## src/rtl/gf180mcu_clkmon_pkg.sv

```systemverilog
// Shared types and default constants for the clock activity monitor.
package gf180mcu_clkmon_pkg;

  localparam int unsigned DEF_WIN         = 256;
  localparam int unsigned DEF_CW          = 16;
  localparam int unsigned DEF_LO_LIM      = 60;
  localparam int unsigned DEF_HI_LIM      = 70;
  localparam int unsigned DEF_SYNC_STAGES = 2;

  // Measurement controller states.
  typedef enum logic [1:0] {
    IDLE    = 2'd0,
    ARM     = 2'd1,
    MEASURE = 2'd2
  } state_e;

endpackage : gf180mcu_clkmon_pkg

```

## src/rtl/gf180mcu_sync_nff.sv

```systemverilog
// N-flop synchronizer bringing an asynchronous level into the clk domain.
module gf180mcu_sync_nff #(
  parameter int STAGES = 2
) (
  input  logic clk,
  input  logic rst_n,
  input  logic d,
  output logic q
);

  logic [STAGES-1:0] sync_q;
  logic [STAGES-1:0] sync_d;

  // Shift the raw input one stage further down the chain each cycle.
  always_comb begin
    sync_d = {sync_q[STAGES-2:0], d};
  end

  // Synchronizer flops, cleared on reset so no stale level survives.
  always_ff @(posedge clk or negedge rst_n) begin
    // NOTE: sequential state uses <= so every flop samples pre-edge values.
    if (!rst_n) sync_q <= '0;
    else        sync_q <= sync_d;
  end

  assign q = sync_q[STAGES-1];

endmodule : gf180mcu_sync_nff

```

## src/rtl/gf180mcu_clk_activity_monitor.sv

```systemverilog
// Counts rising edges of a monitored clock over a fixed window of reference
// clock cycles and flags loss, under-frequency and over-frequency.
module gf180mcu_clk_activity_monitor
  import gf180mcu_clkmon_pkg::*;
#(
  parameter int WIN         = DEF_WIN,
  parameter int CW          = DEF_CW,
  parameter int LO_LIM      = DEF_LO_LIM,
  parameter int HI_LIM      = DEF_HI_LIM,
  parameter int SYNC_STAGES = DEF_SYNC_STAGES
) (
  input  logic          CLK,
  input  logic          RN,
  input  logic          EN,
  input  logic          MI,
  output logic [CW-1:0] CNT,
  output logic          VALID,
  output logic          LOSS,
  output logic          LOW,
  output logic          HIGH
);

  localparam int WCW = $clog2(WIN);
  localparam int ACW = $clog2(SYNC_STAGES + 1);

  localparam logic [WCW-1:0] WC_LAST  = WCW'(WIN - 1);
  localparam logic [ACW-1:0] ARM_LAST = ACW'(SYNC_STAGES - 1);
  localparam logic [CW-1:0]  CNT_MAX  = '1;
  localparam logic [CW-1:0]  LO_THR   = CW'(LO_LIM);
  localparam logic [CW-1:0]  HI_THR   = CW'(HI_LIM);

  state_e         state_q, state_d;
  logic [ACW-1:0] arm_q, arm_d;
  logic [WCW-1:0] wc_q, wc_d;
  logic [CW-1:0]  ec_q, ec_d;
  logic           s_prev_q, s_prev_d;
  logic [CW-1:0]  cnt_q, cnt_d;
  logic           valid_q, valid_d;
  logic           loss_q, loss_d;
  logic           low_q, low_d;
  logic           high_q, high_d;

  logic           s;
  logic           e;
  logic [CW-1:0]  ec_sat;

  gf180mcu_sync_nff #(
    .STAGES (SYNC_STAGES)
  ) u_sync (
    .clk   (CLK),
    .rst_n (RN),
    .d     (MI),
    .q     (s)
  );

  // Rising-edge detect on the synchronized clock and saturating increment.
  always_comb begin
    e      = s & ~s_prev_q;
    ec_sat = (ec_q == CNT_MAX) ? ec_q : ec_q + CW'(e);
  end

  // Next-state logic for the controller, counters and result registers.
  always_comb begin
    // NOTE: every variable gets a default first, otherwise a path that skips it infers a latch.
    state_d  = state_q;
    arm_d    = arm_q;
    wc_d     = wc_q;
    ec_d     = ec_q;
    s_prev_d = s;
    cnt_d    = cnt_q;
    loss_d   = loss_q;
    low_d    = low_q;
    high_d   = high_q;
    valid_d  = 1'b0;

    unique case (state_q)
      IDLE: begin
        arm_d = '0;
        wc_d  = '0;
        ec_d  = '0;
        if (EN) state_d = ARM;
      end

      // Let the synchronizer flush whatever it held before counting starts.
      ARM: begin
        if (!EN) begin
          state_d = IDLE;
          arm_d   = '0;
        end else if (arm_q == ARM_LAST) begin
          state_d = MEASURE;
          arm_d   = '0;
          wc_d    = '0;
          ec_d    = '0;
        end else begin
          arm_d = arm_q + 1'b1;
        end
      end

      MEASURE: begin
        if (!EN) begin
          // Partial window is dropped; published results stay as they were.
          state_d = IDLE;
          wc_d    = '0;
          ec_d    = '0;
        end else if (wc_q == WC_LAST) begin
          // The edge seen on the last cycle still belongs to this window.
          cnt_d   = ec_sat;
          loss_d  = (ec_sat == '0);
          low_d   = (ec_sat < LO_THR);
          high_d  = (ec_sat > HI_THR);
          valid_d = 1'b1;
          wc_d    = '0;
          ec_d    = '0;
        end else begin
          wc_d = wc_q + 1'b1;
          ec_d = ec_sat;
        end
      end

      default: state_d = IDLE;
    endcase
  end

  // State, counter and result registers.
  always_ff @(posedge CLK or negedge RN) begin
    if (!RN) begin
      state_q  <= IDLE;
      arm_q    <= '0;
      wc_q     <= '0;
      ec_q     <= '0;
      s_prev_q <= 1'b0;
      cnt_q    <= '0;
      valid_q  <= 1'b0;
      loss_q   <= 1'b0;
      low_q    <= 1'b0;
      high_q   <= 1'b0;
    end else begin
      state_q  <= state_d;
      arm_q    <= arm_d;
      wc_q     <= wc_d;
      ec_q     <= ec_d;
      s_prev_q <= s_prev_d;
      cnt_q    <= cnt_d;
      valid_q  <= valid_d;
      loss_q   <= loss_d;
      low_q    <= low_d;
      high_q   <= high_d;
    end
  end

  assign CNT   = cnt_q;
  assign VALID = valid_q;
  assign LOSS  = loss_q;
  assign LOW   = low_q;
  assign HIGH  = high_q;

endmodule : gf180mcu_clk_activity_monitor
```

## config.mk

```make
export PLATFORM = sky130hd
export DESIGN_NAME = gf180mcu_clk_activity_monitor
export DESIGN_NICKNAME = d
export VERILOG_FILES = /design/src/rtl/gf180mcu_clkmon_pkg.sv /design/src/rtl/gf180mcu_sync_nff.sv /design/src/rtl/gf180mcu_clk_activity_monitor.sv
export SDC_FILE = /design/constraint.sdc
export NUM_CORES = 1
export LEC_CHECK = 0
export BUFFER_PORTS_ARGS = -buffer_cell sky130_fd_sc_hd__buf_2
export CORE_MARGIN = 2
export CORE_UTILIZATION = 45
export CTS_CLUSTER_DIAMETER = 150
export CTS_CLUSTER_SIZE = 8
export DETAILED_ROUTE_END_ITERATION = 8
export PLACE_DENSITY = 0.61
export SETUP_SLACK_MARGIN = 0.1
export SLEW_MARGIN = 20
export SYNTH_ARGS = -nofsm -noshare
export SYNTH_HDL_FRONTEND = slang
export SYNTH_SLANG_ARGS = --single-unit
```

## constraint.sdc

```tcl
create_clock -name CLK -period 7.45 [get_ports CLK]
set_input_delay 0.3725 -clock CLK [delete_from_list [all_inputs] [get_ports CLK]]
set_output_delay 0.3725 -clock CLK [all_outputs]
set_load 0.01 [all_outputs]
```

==> results.py <==
metrics = {
    "outcome": {
        "status": "finished clean",
    },
    "timing": {
        "fin_crit_ns": 2.982,
        "finalHoldViolCount": 0,
        "worst_pin_slew_ns": 0.9783,
        "setup_tns_ns": 0,
        "relSlewSlack": 0.3434,
        "setup_viol": 0,
        "period_share": 0.4002,
        "skew_ns": 0.008436,
        "max_freq_mhz": 335.4,
        "maxSlewViolCount": 0,
        "rsz0062_at_grt": "false",
        "setup_ws_ns": 4.468,
    },
    "setup_path": {
        "endpoint_kind": "register",
        "crit_type": "reg -> reg",
        "startpoint": "u_sync.sync_q[1]$_DFF_PN0_",
        "cp_max_fo": 13,
        "cp_cell_sequence": "nor2b_1 -> ha_1 -> ha_1 -> nand4_1 -> nor4_1 -> xnor2_1 -> o2111ai_1 -> or3_1 -> o22a_1",
        "required_ns": 7.64,
        "slowest_delay_ns": 0.53,
        "arrival_ns": 3.18,
        "reg2reg_from": "u_sync.sync_q[1]$_DFF_PN0_",
        "cp_slowest_cell": "nor4_1",
        "start_kind": "register",
        "critical_path.most_common_cell": "ha_1",
    },
    "placement": {
        "pre_cts_slack_ns": 4.508,
        "portBuffers": 23,
        "gp_congestion": 0.9213,
        "hpwl_um": 4304,
    },
    "logic_synthesis": {
        "synth_nets": 314,
        "synth_cell_type_count": 50,
        "yosysWarnings": 0,
        "seq_area_frac_synth": 0.4709,
        "syn_area_um2": 2710,
        "syn_inst": 307,
        "synthTopCellsByArea": "dfrtp_1 (47%), o21ai_0 (8.3%), nand2_1 (7.5%)",
        "ys_ff_latch": 51,
        "yosysTopAreaCell": "dfrtp_1",
        "synth_area_per_cell_um2": 8.828,
        "synth_edf_count": 0,
        "synthFlopType": "dfrtp_1",
        "synthArstFlopShare": 1.000,
        "synth_top_area_share": 0.4709,
    },
    "global_routing": {
        "grt_pass1_vias": 2060,
        "grt_pass1_wl_um": 10040,
        "antenna_found_initial": 0,
        "groute.usage.overall": 0.1972,
        "grt_max_degree": 52,
        "gr-total-overflow": 0,
    },
    "pwr": {
        "switching_power_uw": 112.1,
        "power.density_nw_per_um2": 176.4,
        "leakagePower_uw": 0.001329,
        "p_seq_frac": 0.529,
        "max-vdd-ir-drop_uv": 80.90,
        "clockPowerShare": 0.427,
        "swShare": 0.2111,
        "internal_power_uw": 418.9,
        "combPwrFrac": 0.044,
    },
    "drt": {
        "drcViolationCount": 0,
        "wl_um": 6221,
        "num_vias": 2330,
        "detail_route.iter0.violations": 135,
        "postRouteAntennaNets": 0,
        "viasPerCell": 5.840,
        "routedWlPerCell_um": 15.59,
        "drt_pre_antenna_iters": 4,
    },
    "layout": {
        "final_common_cell": "nand2_1",
        "area_delta_synth_final_pct": 11.08,
        "register_area_um2": 1276,
        "most-common-layout-cells": "nand2_1 (54), dfrtp_1 (51), o21ai_0 (44)",
        "diodes": 0,
        "drive_gt1_frac": 0.1358,
        "multiInputGateArea_um2": 1351,
        "final_nets": 330,
        "fillers": 568,
        "final_core_util": 0.5115,
    },
    "clocking": {
        "postCtsSetupBuffers": 0,
        "cts_hold_buf": 0,
        "clk_pin_slew_ns": 0.09,
        "cts_resized": 0,
        "cts_buffers": 5,
        "clock-root-buffer": "clkbuf_8",
        "clock_path_buffers": 2,
        "h-tree-depth": 2,
        "cts_tree": "done",
        "clk_latency_ns": 0.31,
        "cts.sinks": 51,
    },
    "floorplan": {
        "fp.coreArea_um2": 5886,
        "initial_utilization": 0.4605,
        "die_area_um2": 6659,
        "die_h_um": 81.61,
        "row_count": 28,
        "ioPinCount": 24,
        "dieWidth_um": 81.61,
    },
    "min_path": {
        "hp-class": "in -> async",
    },
    "run": {
        "drv_cap": 0,
    },
}
## cell usage after synthesis, types with 2 or more instances
cell      instances
o31ai_1           7
nor3_1            5
inv_1             3
o21ai_0          45
nand2b_1          2
nand2_1          54
and3_1            7
xor2_1            3
xnor2_1           6
nand2_2           2
and4_1            2
nor2_1           20
nand4_1           8
clkbuf_1         13
buf_2             2
nor2b_1           3
and2_1            4
or3_1             2
nor4_1            3
a22o_1            6
a21oi_1          12
mux2i_1           2
dfrtp_1          51
nand3_1           9
ha_1              3
a31oi_1           5
o21a_1            5
## power groups by stage
stage                     registers [uW]  clock network [uW]  logic (uW)
after global placement               286                   0        23.4
after detailed placement             287                   0        23.5
final                                281                 227        23.1
after floorplan                      285                   0        13.5
after CTS                            281                 234        23.6
after global routing                 282                 246        26.4
## final cells by class
cell class	instances	area share
multi-input cells	236	0.4489
flip-flops and latches	51	0.4239
repair buffers	26	0.04697
well taps	75	0.03117
clock buffers	5	0.02286
clock inverters	3	0.02244
inverters	3	0.003741
## per-stage QoR
step	area (um2)	hold WS (ns)	power (uW)	instances
after floorplan	2710	0.07691	298.8	307
after global placement	2863	0.3363	309.9	390
after detailed placement	2863	0.3396	310.0	390
after CTS	2999	0.1594	538.9	398
after global routing	3010	0.1550	553.7	399
final	3010	0.1603	531.0	399
## worst paths after layout
kind	depth (start not counted)	endpoint	slack [ns]
min in group CLK	1	u_sync.sync_q[0]$_DFF_PN0_	0.17
max	9	HIGH$_DFFE_PN0P_	4.47
min	2	CNT[3]$_DFFE_PN0P_	0.16
max reg2reg	9	HIGH$_DFFE_PN0P_	4.47
min reg2reg	0	u_sync.sync_q[1]$_DFF_PN0_	0.36
max in group asynchronous	2	wc_q[4]$_DFFE_PN0P_	6.84
## sequential cells by signal, summed over array words and instances (netlist names)
| name | count |
|---|---|
| CNT | 16 |
| ec_q | 16 |
| wc_q | 8 |
| arm_q | 2 |
| state_q | 2 |
| u_sync.sync_q | 2 |
| HIGH | 1 |
| LOSS | 1 |
| LOW | 1 |
| VALID | 1 |
| s_prev_q | 1 |
## worst max-delay path, delay by kind of cell, from the launching register on
family	cells	cell delay, ns
compound gates	2	0.37
xor+xnor	1	0.20
fa+ha+maj	2	0.59
flops	1	0.35
simple gates	4	1.36
## layer usage
| layer | up-vias | part of all wire | global-route usage |
|---|---|---|---|
| met3 | 6 | 0.047 | 0.03736 |
| met2 | 54 | 0.47 | 0.3139 |
| met4 | 0 | 0.0090 | 0.06333 |
| met5 | - | 0 | 0 |
| li1 | 1140 | - | - |
| met1 | 1130 | 0.48 | 0.2720 |
## cell families (layout without fill, tap and decap cells)
family | Yosys count | in the layout | synth area share
buf+inv | 20 | 37 | 0.03047
fa+ha+maj | 3 | 3 | 0.01385
flops | 51 | 51 | 0.4709
simple gates | 133 | 133 | 0.2488
compound gates | 89 | 89 | 0.1995
xor+xnor | 9 | 9 | 0.02909
mux | 2 | 2 | 0.007387
Note: power is estimated with default switching activity, not from simulation.
